File: src/rtl/mem_arb_pkg.sv
// Shared types for the unified memory port arbiter: FSM state and bus owner.
package mem_arb_pkg;

  typedef enum logic [1:0] {
    IDLE    = 2'd0,
    WAIT_IF = 2'd1,
    WAIT_DM = 2'd2
  } arb_state_t;

  typedef enum logic {
    OWN_IF = 1'b0,
    OWN_DM = 1'b1
  } arb_owner_t;

endpackage : mem_arb_pkg

File: src/rtl/mem_arb_select.sv
// Priority pick between fetch and data requests.
// Optional feature macro: MEM_ARB_FAIR_EN. When defined, a streak counter
// limits how many data grants may go by while a fetch is waiting. After
// DM_STREAK_MAX of them, the next unlocked pick goes to fetch.
// Without the macro the pick is a fixed data-over-fetch priority.
module mem_arb_select
  import mem_arb_pkg::*;
#(
  parameter int DM_STREAK_MAX = 4
) (
  input  logic       clk,
  input  logic       rst_n,
  input  logic       if_req,
  input  logic       dm_req,
  input  logic       if_gnt,
  input  logic       dm_gnt,
  output arb_owner_t sel_owner
);

`ifdef MEM_ARB_FAIR_EN
  localparam int CNT_W = $clog2(DM_STREAK_MAX + 1);
  localparam logic [CNT_W-1:0] STREAK_MAX_C = CNT_W'(DM_STREAK_MAX);

  logic [CNT_W-1:0] streak_reg;
  logic             fetch_turn;

  assign fetch_turn = (streak_reg == STREAK_MAX_C);

  // Count data grants that overtake a waiting fetch; saturate at the limit.
  always_ff @(posedge clk or negedge rst_n) begin
    if (!rst_n) begin
      streak_reg <= '0;
    end else if (!if_req || if_gnt) begin
      streak_reg <= '0;
    end else if (dm_gnt && !fetch_turn) begin
      streak_reg <= streak_reg + 1'b1;
    end
  end

  // Data wins unless fetch has waited out a full streak.
  always_comb begin
    sel_owner = OWN_DM;
    if (if_req && (!dm_req || fetch_turn)) begin
      sel_owner = OWN_IF;
    end
  end
`else
  // Without fairness the clock, reset and grants play no part in the pick.
  logic unused_sel_inputs;
  localparam int unused_streak_max = DM_STREAK_MAX;
  assign unused_sel_inputs = &{1'b0, clk, rst_n, if_gnt, dm_gnt};

  // Fixed priority: data over fetch.
  always_comb begin
    sel_owner = OWN_DM;
    if (if_req && !dm_req) begin
      sel_owner = OWN_IF;
    end
  end
`endif

endmodule : mem_arb_select

File: src/rtl/mem_port_arbiter.sv
// Shares one single-ported memory bus between instruction fetch and data.
// At most one read is outstanding; a presented request is locked until the
// memory accepts it, and read data is routed back to whichever port owns it.
// Optional feature macro: MEM_ARB_FAIR_EN (fetch starvation guard inside
// mem_arb_select).
module mem_port_arbiter
  import mem_arb_pkg::*;
#(
  parameter int ADDR_W        = 32,
  parameter int DATA_W        = 32,
  parameter int DM_STREAK_MAX = 4
) (
  input  logic                clk,
  input  logic                rst_n,
  // fetch port
  input  logic                if_req,
  input  logic [ADDR_W-1:0]   if_addr,
  output logic                if_gnt,
  output logic                if_rvalid,
  output logic [DATA_W-1:0]   if_rdata,
  // data port
  input  logic                dm_req,
  input  logic                dm_we,
  input  logic [DATA_W/8-1:0] dm_be,
  input  logic [ADDR_W-1:0]   dm_addr,
  input  logic [DATA_W-1:0]   dm_wdata,
  output logic                dm_gnt,
  output logic                dm_rvalid,
  output logic [DATA_W-1:0]   dm_rdata,
  // memory bus
  output logic                mem_req,
  output logic                mem_we,
  output logic [DATA_W/8-1:0] mem_be,
  output logic [ADDR_W-1:0]   mem_addr,
  output logic [DATA_W-1:0]   mem_wdata,
  input  logic                mem_ready,
  input  logic                mem_rvalid,
  input  logic [DATA_W-1:0]   mem_rdata,
  output logic                busy
);

  localparam int BE_W = DATA_W / 8;

  arb_state_t state_reg;
  logic       lock_valid;
  arb_owner_t lock_owner;
  arb_owner_t sel_owner;
  arb_owner_t cur_owner;
  logic       owner_req;
  logic       accept;
  logic       own_dm;

  mem_arb_select #(
    .DM_STREAK_MAX (DM_STREAK_MAX)
  ) u_select (
    .clk       (clk),
    .rst_n     (rst_n),
    .if_req    (if_req),
    .dm_req    (dm_req),
    .if_gnt    (if_gnt),
    .dm_gnt    (dm_gnt),
    .sel_owner (sel_owner)
  );

  // A locked owner keeps the bus until acceptance, regardless of new requests.
  always_comb begin
    cur_owner = lock_valid ? lock_owner : sel_owner;
    own_dm    = (cur_owner == OWN_DM);
    owner_req = own_dm ? dm_req : if_req;
  end

  // Request bus and grants; everything is forced low while in reset.
  always_comb begin
    mem_req   = rst_n && (state_reg == IDLE) && owner_req;
    accept    = mem_req && mem_ready;
    if_gnt    = accept && !own_dm;
    dm_gnt    = accept && own_dm;
    mem_we    = rst_n && own_dm && dm_we;
    mem_addr  = !rst_n ? '0 : (own_dm ? dm_addr : if_addr);
    mem_wdata = (rst_n && own_dm) ? dm_wdata : '0;
  end

  // Byte enables per lane: fetches always read the full word.
  for (genvar gi = 0; gi < BE_W; gi++) begin : g_be
    assign mem_be[gi] = rst_n && (own_dm ? dm_be[gi] : 1'b1);
  end

  // Response routing: rvalid only forwarded in the matching wait state.
  always_comb begin
    if_rvalid = rst_n && (state_reg == WAIT_IF) && mem_rvalid;
    dm_rvalid = rst_n && (state_reg == WAIT_DM) && mem_rvalid;
    if_rdata  = rst_n ? mem_rdata : '0;
    dm_rdata  = rst_n ? mem_rdata : '0;
    busy      = rst_n && (state_reg != IDLE);
  end

  // Arbiter FSM with lock register: IDLE issues, WAIT_x awaits the response.
  always_ff @(posedge clk or negedge rst_n) begin
    if (!rst_n) begin
      state_reg  <= IDLE;
      lock_valid <= 1'b0;
      lock_owner <= OWN_DM;
    end else begin
      case (state_reg)
        IDLE: begin
          if (accept) begin
            lock_valid <= 1'b0;
            if (!own_dm) begin
              state_reg <= WAIT_IF;
            end else if (!dm_we) begin
              state_reg <= WAIT_DM;
            end
          end else if (mem_req) begin
            lock_valid <= 1'b1;
            lock_owner <= cur_owner;
          end
        end
        WAIT_IF, WAIT_DM: begin
          if (mem_rvalid) begin
            state_reg <= IDLE;
          end
        end
        default: state_reg <= IDLE;
      endcase
    end
  end

`ifndef SYNTHESIS
  // A locked requester must keep its request up until it is granted.
  a_if_hold: assert property (@(posedge clk) disable iff (!rst_n)
    (state_reg == IDLE && lock_valid && lock_owner == OWN_IF) |-> if_req);
  a_dm_hold: assert property (@(posedge clk) disable iff (!rst_n)
    (state_reg == IDLE && lock_valid && lock_owner == OWN_DM) |-> dm_req);
`endif

endmodule : mem_port_arbiter

File: config.mk
export PLATFORM = sky130hd
export DESIGN_NAME = mem_port_arbiter
export DESIGN_NICKNAME = d
export VERILOG_FILES = /design/src/rtl/mem_arb_pkg.sv /design/src/rtl/mem_arb_select.sv /design/src/rtl/mem_port_arbiter.sv
export SDC_FILE = /design/constraint.sdc
export NUM_CORES = 1
export LEC_CHECK = 0
export ABC_AREA = 1
export BUFFER_PORTS_ARGS = -buffer_cell sky130_fd_sc_hd__clkbuf_2
export CORE_AREA = 2 2 107 109
export DETAILED_ROUTE_END_ITERATION = 12
export DIE_AREA = 0 0 109 111
export HOLD_SLACK_MARGIN = 0.15
export PLACE_DENSITY_LB_ADDON = 0.05
export SLEW_MARGIN = 20
export SYNTH_ARGS = -nofsm -noshare
export SYNTH_HDL_FRONTEND = slang
export SYNTH_SLANG_ARGS = --single-unit
File: constraint.sdc
create_clock -name clk -period 1.7 [get_ports clk]
set_clock_uncertainty 0.05 [all_clocks]
set_input_delay 0.085 -clock clk [delete_from_list [all_inputs] [get_ports clk]]
set_output_delay 0.085 -clock clk [all_outputs]
set_load 0.01 [all_outputs]
==> key figures <==
Final layout
  – Most common cell after layout, fill and taps aside: clkbuf_2
  – Reg area: 101 um2
  – Number of flip-flops in the largest register: 2
  – Most frequent cells in the layout: 271 x clkbuf_2, 95 x nor2_1, 75 x inv_1
  – Multi-input gate area: 932 um2
  – Final Util: 28.7%
  – Fill count: 1,266
  – Fin area: 3180 um2
  – Ant. Diodes: 0
  – Area growth, synth to finish: 92.2%
  – Share of cells above drive strength 1: 54.3%
  – # nets final: 727

STA
  – Minimum clock period: 1640 ps
  – Final period util: 96.6%
  – Final Hold Fails: 0
  – Final Max Slew Viols: 0
  – Setup TNS: 0 ps
  – RSZ-0062 raised after global routing: true
  – Slew margin rel.: 78.8%
  – Maximum clock rate: 609 MHz
  – Worst-Margin Slew: 318 ps
  – Setup-failing EPs final: 0

Place
  – Dpl cell area: 2910 um2
  – HPWL after DPL: 5990 um
  – RePlAce Congestion: 0.746
  – Port Buffers: 277

Synthesis
  – Avg Cell Area, Syn: 4.93 um2
  – Syn Inst Count: 336
  – Number of synthesized register bits: 4
  – Post-synthesis cell type count: 23
  – Post-synthesis sequential area ratio: 6.12%
  – Area of the mapped netlist: 1660 um2
  – Yosys warns: 0
  – Syn nets: 478

Floorplanning
  – Chip width: 109 um
  – FP Rows: 39
  – I/O pin count: 278
  – Initial core utilization: 15.0%
  – Core area: 11,100 um2
  – Die ar.: 12,100 um2
  – Die Ht: 111 um

Drt
  – Met3 wire len: 673 um
  – Antenna Nets Post-Route: 0
  – Initial DRC Count: 141
  – Met1 Wirelength: 2630 um
  – Via count: 2,660
  – Routed wire length: 7520 um
  – Uppermost routed layer: met4
  – TritonRoute pass-1 iters: 3
  – Drt wl/cell: 10.3 um
  – Via density: 3.66
  – Routed wl met2: 4140 um
  – DRC Markers: 0

Setup path
  – Critical path arrival: 1510 ps
  – Critical path fanouts, max: 16
  – Required @ worst endpoint: 1560 ps
  – Max stage delay cell, worst path: dfrtp_1
  – Worst-path cell chain: inv_2 > nand3_2 > nand2_4 > buf_4 > o21ai_0 > nor2_1 > clkbuf_2
  – Crit end category: primary output
  – Delay-heaviest family, CP: buffers and inverters
  – Worst path max stage delay: 400 ps
  – Buffers & Inverters on Critical Path: 3
  – Startpoint Class: register
  – WS Path Type: register to primary output

Global route
  – First-pass GRT wire length: 10,400 um
  – Largest net degree at the start of global routing: 35
  – Initial antenna violation count: 0
  – Number of global-route vias before repair: 2,206
  – GRT overflow: 0
  – Overall Global Routing Usage: 10.6%

Power
  – Net Sw Power: 0.00161 W
  – Flop pwr share: 5.7%
  – Pint: 0.00154 W
  – Clock power frac: 12.0%
  – Power Density: 989 nW/um2
  – Peak supply drop: 413 uV
  – Switch share: 51.2%
  – Logic pwr share: 82.3%
  – Leakage: 2.32 nW

Outcome
  – Run status: completed

CTS
  – Skew-Pair Late Insertion Delay: 230 ps
  – Clk Tree Root Cell: clkbuf_16
  – H-tree Lvls: 1
  – Cts bufs inserted: 3
  – Maximum clock insertion buffer count: 2
  – CTS tree: done
  – Clock Pin Slew Worst Setup and Hold Paths: 30 ps
  – Clk sinks: 4

Hold path
  – Hold Crit Class: input port to register

Run
  – Max_cap viols: 0
[metrics by stage]
stage          hold WS (ps)  power, W  setup slack [ps]  instances
6_report                163   0.00315              57.4        727
2_1_floorplan          -261   0.00165               333        336
3_3_place_gp           -111   0.00239               217        713
4_1_cts                 187   0.00277             -9.40        719
5_1_grt                 236   0.00348             -61.9        727
3_5_place_dp           -109   0.00237               206        713
[final cells by class]
class / instances / area share (%)
timing repair buffer: 293 / 49.4
multi-input combinational: 201 / 29.3
inverter: 82 / 10.1
tap: 143 / 5.62
sequential: 4 / 3.18
clock buffer: 4 / 2.48
[worst paths after layout]
check / to / slack, ps / cells past startpoint / startpoint
hold reg to reg: lock_owner$_DFFE_PN1P_ / 420 / 2 / lock_owner$_DFFE_PN1P_
min in group asynchronous: lock_valid$_DFFE_PN0P_ / 400 / 2 / rst_n
hold / removal: state_reg[1]$_DFFE_PN0P_ / 160 / 4 / dm_we
setup reg to reg: state_reg[0]$_DFFE_PN0P_ / 260 / 11 / state_reg[1]$_DFFE_PN0P_
setup / recovery: mem_addr[29] / 60 / 7 / lock_valid$_DFFE_PN0P_
max in group asynchronous: state_reg[1]$_DFFE_PN0P_ / 690 / 3 / rst_n
[layer usage]
metal | vias to the layer above | GRT usage, %
li1 | 1426 | -
met1 | 1092 | 10.8
met5 | - | 0
met2 | 135 | 21.8
met4 | 0 | 2.22
met3 | 7 | 1.53
[cells by family (layout without fill, tap and decap cells)]
group / after synthesis / count (layout) / share of synthesized area, %
simple gates: 159 / 160 / 38.9
compound gates: 38 / 38 / 11.5
buf+inv: 132 / 379 / 41.2
fa+ha+maj: 3 / 3 / 2.27
flops: 4 / 4 / 6.12
[power by group through the flow]
| stage | Sequential (W) | Combinational, W | Clock (W) |
|---|---|---|---|
| 2_1_floorplan | 0.000169 | 0.00148 | 0 |
| 3_3_place_gp | 0.000175 | 0.00221 | 0 |
| 3_5_place_dp | 0.000175 | 0.00220 | 0 |
| 4_1_cts | 0.000174 | 0.00221 | 0.000382 |
| 5_1_grt | 0.000188 | 0.00290 | 0.000390 |
| 6_report | 0.000180 | 0.00259 | 0.000377 |
[repair_timing]
action | 4_1_cts | 5_1_grt
gates cloned | 0 | 4
hold buffers | 2 | 0
endpoints found under the setup margin | 34 | 71
endpoints found under the hold margin | 4 | 0
buffers inserted | 0 | 4
pin swaps | 0 | 4
resized for setup | 1 | 33
[cells in the mapped netlist]
cell | instances | area share, %
nor2_1 | 101 | 23
inv_1 | 78 | 18
nand2_1 | 47 | 11
buf_4 | 33 | 15
o21ai_0 | 29 | 8.8
o21ai_1 | 9 | 2.7
buf_6 | 8 | 5.4
clkbuf_1 | 7 | 1.6
nand3_1 | 4 | 1.2
dfrtp_1 | 3 | 4.5
ha_1 | 3 | 2.3
inv_2 | 3 | 0.68
buf_2 | 1 | 0.30
clkbuf_2 | 1 | 0.30
clkinv_2 | 1 | 0.30
dfstp_2 | 1 | 1.6
nand2_2 | 1 | 0.38
nand2_4 | 1 | 0.68
nand3_2 | 1 | 0.60
nand3_4 | 1 | 1.1
nand4_1 | 1 | 0.38
nor2_2 | 1 | 0.38
nor2_4 | 1 | 0.68
[worst reg2reg max path, delay by kind of cell, from the launching register on]
family / cells / cell delay (ps)
AND/OR/NAND/NOR: 6 / 480
flip-flops: 1 / 390
buffers and inverters: 4 / 330
adder cells (fa/ha/maj): 1 / 140
Power figures use the tool's default switching activity.
